===== src/rtl/msp430_double_op_ctrl.sv =====
// Control FSM for the MSP430 format-I (double-operand) datapath: fetch, decode,
// optional immediate fetch, execute and writeback, with illegal-form trapping.

package msp430_double_op_pkg;

  typedef enum logic [4:0] {
    ST_IDLE    = 5'd0,
    ST_FETCH   = 5'd1,
    ST_DECODE  = 5'd2,
    ST_IMM     = 5'd3,
    ST_EXEC    = 5'd4,
    ST_WB      = 5'd5,
    ST_ILLEGAL = 5'd31
  } state_e;

  localparam logic [3:0] OP_MIN = 4'h4;
  localparam logic [3:0] OP_MOV = 4'h4;
  localparam logic [3:0] OP_CMP = 4'h9;
  localparam logic [3:0] OP_BIT = 4'hB;
  localparam logic [3:0] OP_BIC = 4'hC;
  localparam logic [3:0] OP_BIS = 4'hD;

  localparam logic [1:0] AS_REG = 2'b00;
  localparam logic [1:0] AS_IMM = 2'b11;

  // Only Rn->Rm and #N->Rm (As=11 through R0) are implemented; PC as destination is trapped.
  function automatic logic decode_legal(input logic [15:0] ir);
    logic op_ok, ad_ok, as_ok, dst_ok;
    op_ok  = (ir[15:12] >= OP_MIN);
    ad_ok  = (ir[7] == 1'b0);
    as_ok  = (ir[5:4] == AS_REG) || ((ir[5:4] == AS_IMM) && (ir[11:8] == 4'h0));
    dst_ok = (ir[3:0] != 4'h0);
    return op_ok && ad_ok && as_ok && dst_ok;
  endfunction

  function automatic logic is_imm_src(input logic [15:0] ir);
    return ir[5:4] == AS_IMM;
  endfunction

  function automatic logic writes_dst(input logic [3:0] op);
    return (op != OP_CMP) && (op != OP_BIT);
  endfunction

  function automatic logic writes_flags(input logic [3:0] op);
    return (op != OP_MOV) && (op != OP_BIC) && (op != OP_BIS);
  endfunction

endpackage

module msp430_double_op_ctrl
  import msp430_double_op_pkg::*;
(
  input  logic        Clk,
  input  logic        Rst_n,
  input  logic        Load_en,
  input  logic [15:0] Mem_data,
  input  logic        Mem_ready,
  output logic        Fetch_req,
  output logic        PC_inc,
  output logic [15:0] Instr,
  output logic [15:0] Imm,
  output logic        Src_sel,
  output logic [3:0]  Src_reg,
  output logic [3:0]  Dst_reg,
  output logic [3:0]  Alu_op,
  output logic        Byte_op,
  output logic        Wr_en,
  output logic        Flags_wr,
  output logic [4:0]  Fsm,
  output logic        Illegal
);

  state_e      state_q;
  logic [15:0] instr_q;
  logic [15:0] imm_q;
  logic        src_sel_q;
  logic        wr_en_q;
  logic        flags_wr_q;
  logic        illegal_q;

  always_ff @(posedge Clk or negedge Rst_n) begin
    if (!Rst_n) begin
      state_q    <= ST_IDLE;
      instr_q    <= 16'h0000;
      imm_q      <= 16'h0000;
      src_sel_q  <= 1'b0;
      wr_en_q    <= 1'b0;
      flags_wr_q <= 1'b0;
      illegal_q  <= 1'b0;
    end else begin
      // NOTE: strobes default low with a non-blocking assignment and are
      // overridden below; the last NBA wins, so each is high for exactly the
      // one state it is set on the way into.
      src_sel_q  <= 1'b0;
      wr_en_q    <= 1'b0;
      flags_wr_q <= 1'b0;
      illegal_q  <= 1'b0;

      case (state_q)
        ST_IDLE: begin
          if (Load_en) state_q <= ST_FETCH;
        end

        ST_FETCH: begin
          if (Mem_ready) begin
            instr_q <= Mem_data;
            state_q <= ST_DECODE;
          end
        end

        ST_DECODE: begin
          if (!decode_legal(instr_q)) begin
            illegal_q <= 1'b1;
            state_q   <= ST_ILLEGAL;
          end else if (is_imm_src(instr_q)) begin
            state_q <= ST_IMM;
          end else begin
            state_q <= ST_EXEC;
          end
        end

        ST_IMM: begin
          if (Mem_ready) begin
            imm_q     <= Mem_data;
            src_sel_q <= 1'b1;
            state_q   <= ST_EXEC;
          end
        end

        ST_EXEC: begin
          wr_en_q    <= writes_dst(instr_q[15:12]);
          flags_wr_q <= writes_flags(instr_q[15:12]);
          state_q    <= ST_WB;
        end

        // Run enable is only honoured at instruction boundaries.
        ST_WB, ST_ILLEGAL: begin
          state_q <= Load_en ? ST_FETCH : ST_IDLE;
        end

        default: state_q <= ST_IDLE;
      endcase
    end
  end

  assign Fetch_req = (state_q == ST_FETCH) || (state_q == ST_IMM);
  assign PC_inc    = Fetch_req && Mem_ready;

  assign Instr    = instr_q;
  assign Imm      = imm_q;
  assign Src_sel  = src_sel_q;
  assign Src_reg  = instr_q[11:8];
  assign Dst_reg  = instr_q[3:0];
  assign Alu_op   = instr_q[15:12];
  assign Byte_op  = instr_q[6];
  assign Wr_en    = wr_en_q;
  assign Flags_wr = flags_wr_q;
  assign Illegal  = illegal_q;
  assign Fsm      = state_q;

endmodule


===== config.mk =====
export PLATFORM = sky130hd
export DESIGN_NAME = msp430_double_op_ctrl
export DESIGN_NICKNAME = d
export VERILOG_FILES = /design/src/rtl/msp430_double_op_ctrl.sv
export SDC_FILE = /design/constraint.sdc
export NUM_CORES = 1
export LEC_CHECK = 0
export CORE_UTILIZATION = 38
export DETAILED_ROUTE_END_ITERATION = 10
export MAX_ROUTING_LAYER = met4
export PLACE_DENSITY = 0.76
export SYNTH_ARGS = -nofsm -noshare
export SYNTH_HDL_FRONTEND = slang
export SYNTH_SLANG_ARGS = --single-unit

===== constraint.sdc =====
create_clock -name Clk -period 1.6 [get_ports Clk]
set_clock_uncertainty 0.15 [all_clocks]
set_input_delay 0.4 -clock Clk [delete_from_list [all_inputs] [get_ports Clk]]
set_output_delay 0.4 -clock Clk [all_outputs]
set_load 0.005 [all_outputs]

==> Word-level counts from Yosys, hierarchy flattened <==
Index checks and enable logic that the tools add are counted.
{ "word_totals": {"elab_cells": 55, "out_inout_bits": 56, "reg_bits": 41} }
{ "classes": {"n_reduce_logical": 18, "muxes": 13, "n_lt_le_gt_ge": 1, "n_eq_ne": 15, "bitwise_logic": 1} }
{ "ops": {"columns": ["cell", "count"], "rows": [
  ["$pmux W5 S6", 1],
  ["$mux W5", 4],
  ["$ne A4 B4 Y1 const B", 4],
  ["$eq A5 B2 Y1 const B", 2],
  ["$eq A5 B3 Y1 const B", 2],
  ["$logic_and A1 B1 Y1", 8],
  ["$mux W1", 7],
  ["$ne A2 B2 Y1 const B", 3],
  ["$eq A5 B1 Y1 const B", 1],
  ["$eq A5 B5 Y1 const B", 1],
  ["$logic_not A5 Y1", 1],
  ["$ge A4 B3 Y1 const B", 1],
  ["$logic_not A4 Y1", 1],
  ["$ne A4 B3 Y1 const B", 1],
  ["$reduce_and A2 Y1", 2],
  ["$reduce_bool A4 Y1", 1],
  ["$mux W3", 1],
  ["$reduce_and A3 Y1", 1],
  ["$eq A2 B2 Y1 const B", 1],
  ["$logic_not A2 Y1", 1],
  ["$logic_or A1 B1 Y1", 2],
  ["$reduce_or A2 Y1", 1],
  ["$not A1 Y1", 1]
]} }

==> Logic depth before layout (Yosys ltp) <==
{ "logic_depth": {"word_depth": 7, "ltp_mapped": 5, "ltp_nobuf": 4} }

==> Worst setup path after synthesis <==
OpenSTA, ideal clock, no wires.
{ "synth_path": {"path_type": "register to register", "startpoint": "register state_q[3] (netlist: Fsm[3])", "endpoint": "register instr_q[10] (netlist: Instr[10])", "synth_period_minus_slack_ns": 1.753, "t_required_ns": 1.325, "path_buffers": 2, "setup_time_ns": 0.125, "slack_ns": -0.153, "arrival_time_ns": 1.478, "path_stages_with_launch": 6, "path_cell_list": "dfrtp_1 -> nand3b_1 -> or3_1 -> buf_6 -> buf_12 -> mux2_4"} }
{ "synth_between": {"elab_chain_cells": 2} }
{ "synth_lines": {"columns": ["item", "line_no", "text"], "rows": [
  ["start: declaration", "73", "state_e state_q;"],
  ["start signal: assignment", "138", "state_q <= Load_en ? ST_FETCH : ST_IDLE;"],
  ["$eq A5 B1 Y1", "99", "case (state_q)"],
  ["$reduce_and A2 Y1 (no source line)", null, null],
  ["end signal: assignment", "106", "instr_q <= Mem_data;"],
  ["end: declaration", "74", "logic [15:0] instr_q;"]
]} }
No other way between the ends.
A chain may end at the register's enable or synchronous reset.

==> Worst setup path in the final report <==
{ "layout_path": {"startpoint": "register state_q[3] (netlist: Fsm[3])", "endpoint": "output PC_inc"} }
{ "layout_between": {"elab_chain_cells": 3} }
{ "layout_lines": {"columns": ["item", "line_no", "text"], "rows": [
  ["$eq A5 B1 Y1 / $eq A5 B2 Y1 (equally long branches)", "146", "assign Fetch_req = (state_q == ST_FETCH) || (state_q == ST_IMM);"],
  ["$logic_or A1 B1 Y1 *", "146", null],
  ["$logic_and A1 B1 Y1 *", "147", "assign PC_inc = Fetch_req && Mem_ready;"],
  ["end: declaration", "59", "output logic PC_inc,"]
]} }
Mark *: on every way between the ends. The rest lies on a longest branch, timed or not.

==> metrics <==
CTS tree done; row cnt 24; CP arrival 1.26 ns; vias 1,484; worst vdd ir 1.08 mV; Mapped Nets 161; Synth Warn # 0; outcome finished with violations; antenna viol nets, final 0; Crit path max-delay family flip-flops; final net count 269; CTS Sinks 40; I/O Buffers 75; total routed wirelength 4810 um; P_leak 0.00154 uW; critical path required time 1.05 ns; max-slew violations 0; Final Critical Period 1.81 ns; f_max 551 MHz; final worst slack -0.215 ns; Inserted Diodes 0; ys flop type dfrtp_1; Hold Crit Class flop to flop; Distinct cells, synth 35; Final setup viols 35; post-route cell area 0.00308 sq mm; top-count cell post-synth dfrtp_1; I/O pin count 76; core region area 0.00450 sq mm; number of synthesized register bits 40; Syn Area/Cell 13.1 sq um; CTS Buffer Depth 2; GRT Total Usage 21.5%; total gr overflow 0; Synth area leader dfrtp_1; drc violations 0; Yosys top cell area share 54.2%; Reg clk slew, reported paths 0.07 ns; Seq/Total Area, Yosys 54.2%; Worst setup EP type output port; Core Util, Final 68.4%; Die W 71.7 um; RSZ-0062 raised after global routing true; Critical Path, Cell by Cell nor3b_2, buf_4, and2_4, buf_6; MaxCap Viol Count 0; pwr/cell area 1910 mW/mm^2; largest cells by area after synthesis dfrtp_1 54%, mux2_2 13%, mux2_4 8.1%; Slew @ Worst Pin 0.318 ns; Clock Root Buffer clkbuf_8; Final period util 113%; ys async rst share 100%; Critical Path Max Stage Delay 0.43 ns; H-tree depth 2; Vias/cell 4.91; Synth-to-Final Area Change 66.7%; Initial DRT Pass Iterations 4; initial antenna violation count 0; failing checks negative setup slack; HPWL Detailed 2970 um; vias in the first global route 1,666; gpl congestion 0.773; Post-Syn Instances 141; total CTS buffers 5; WL per Instance 15.9 um; area of the die 0.00514 sq mm; dpl cell area 0.00266 sq mm; number of synthesized flops with an enable pin 0; pin count of the biggest net entering global routing 41; Die Ht 71.7 um; Initial DRC Count 53; synthesized area 0.00185 sq mm; layout cells sized above 1 44.8%; CP Buf/Inv Count 2; final hold vios 0; kind of critical path flop to output port; Slew HR 78.7%; global-route wire length before repair 8070 um; worst-path fanout max 4; starting density of the core 41.0%; dpl ws -0.543 ns; critical path's slowest cell dfrtp_1; Commonest cells post-synth 40 x dfrtp_1, 22 x mux2_2, 16 x buf_4, 10 x mux2_4, 7 x nand2_1; worst skew pair latency 0.29 ns; Critical Path Start Type flop
-- logic make-up (layout without fill, tap and decap cells) --
group	Yosys count	count (layout)	synth area share (%)
AOI/OAI and AO/OA	18	18	6.84
buffers and inverters	23	132	9.21
xor gates and xnor gates	1	1	0.474
DFF	40	40	54.2
muxes	32	32	21.5
and+or+nand+nor	27	27	7.73
-- cell type report --
cell class / instances / area (sq um)
Fill cell: 335 / 1430
Timing Repair Buffer: 122 / 1090
Sequential cell: 40 / 1000
Multi-Input combinational cell: 78 / 821
Clock buffer: 8 / 90.1
Tap cell: 52 / 65.1
Inverter: 2 / 7.51
-- power breakdown --
part / internal, uW / switching (uW)
Clock: 352 / 333
Sequential: 1480 / 278
Combinational: 2180 / 1240
-- through the flow --
stage / setup TNS, ns / power (uW) / cells / hold slack [ns]
after floorplan: -2.58 / 3170 / 141 / -0.0456
after global placement: -16.32 / 4650 / 265 / 0.232
after detailed placement: -16.91 / 4710 / 265 / 0.234
after CTS: -5.35 / 5870 / 303 / 0.358
after global routing: -6.17 / 6230 / 302 / 0.374
final: -4.76 / 5870 / 302 / 0.355
-- placed cells by master (no fill, tap or decap), drive strengths merged --
master         synthesis  layout
or4                    1       1
nor2b                  1       1
nor3b                  2       2
a21oi                  3       3
nand4                  1       1
o31ai                  1       1
a21boi                 2       2
xor2                   1       1
and3                   1       1
dlygate4sd3            0       1
dlygate4sd2            0      38
clkdlybuf4s50          0      17
nand2b                 2       2
o22ai                  1       1
o21bai                 3       3
nor4                   1       1
a21bo                  1       1
inv                    2       2
nand2                  7       7
nand3b                 1       1
a211o                  1       1
clkbuf                 3      17
clkdlybuf4s15          0       5
a31oi                  2       2
or3                    1       1
o21ai                  1       1
a211oi                 2       2
nor3                   2       2
a2bb2oi                1       1
nor2                   6       6
and2                   1       1
dfrtp                 40      40
buf                   18      52
mux2                  32      32
-- repair_timing --
item                                    in CTS  in global routing
setup buffers                               27                  0
cloned                                       2                  0
endpoints found under the setup margin      91                 51
hold endpoints to repair                    40                  0
hold buffers                                 1                  0
gates resized for setup                    125                 17
pin swaps                                    9                  4
-- worst register-to-register path, stage by stage, from the launching register on --
cell	delay, ns
dfrtp_1	0.41
buf_6	0.13
buf_6	0.11
or3_4	0.41
buf_12	0.17
mux2_4	0.29
-- sequential cells by signal, indices dropped and copies added, names as in the netlist --
register,flops
Flags_wr,1
Fsm,4
Instr,16
Src_sel,1
Imm,16
Illegal,1
Wr_en,1
-- per-layer routing --
layer	global-route usage (%)	vias up	part of all wire, %	routed length (um)
met4	7.63	0	1.7	80
met2	37.9	49	52	2510
met5	-	-	0	0
met3	4.64	7	4.5	217
li1	-	696	-	-
met1	24.0	732	42	2010
-- path summary, 6_finish.rpt --
kind / start / end / slack (ns) / cells past startpoint
max: Fsm[3] / PC_inc / -0.21 / 4
min: Imm[10] / Imm[10] / 0.36 / 1
max in group asynchronous: Rst_n / Instr[1] / 0.64 / 3
min in group asynchronous: Rst_n / Imm[7] / 0.47 / 3
max reg2reg: Fsm[2] / Instr[6] / -0.18 / 5
min reg2reg: Imm[10] / Imm[10] / 0.36 / 1
Power figures use the tool's default switching activity.
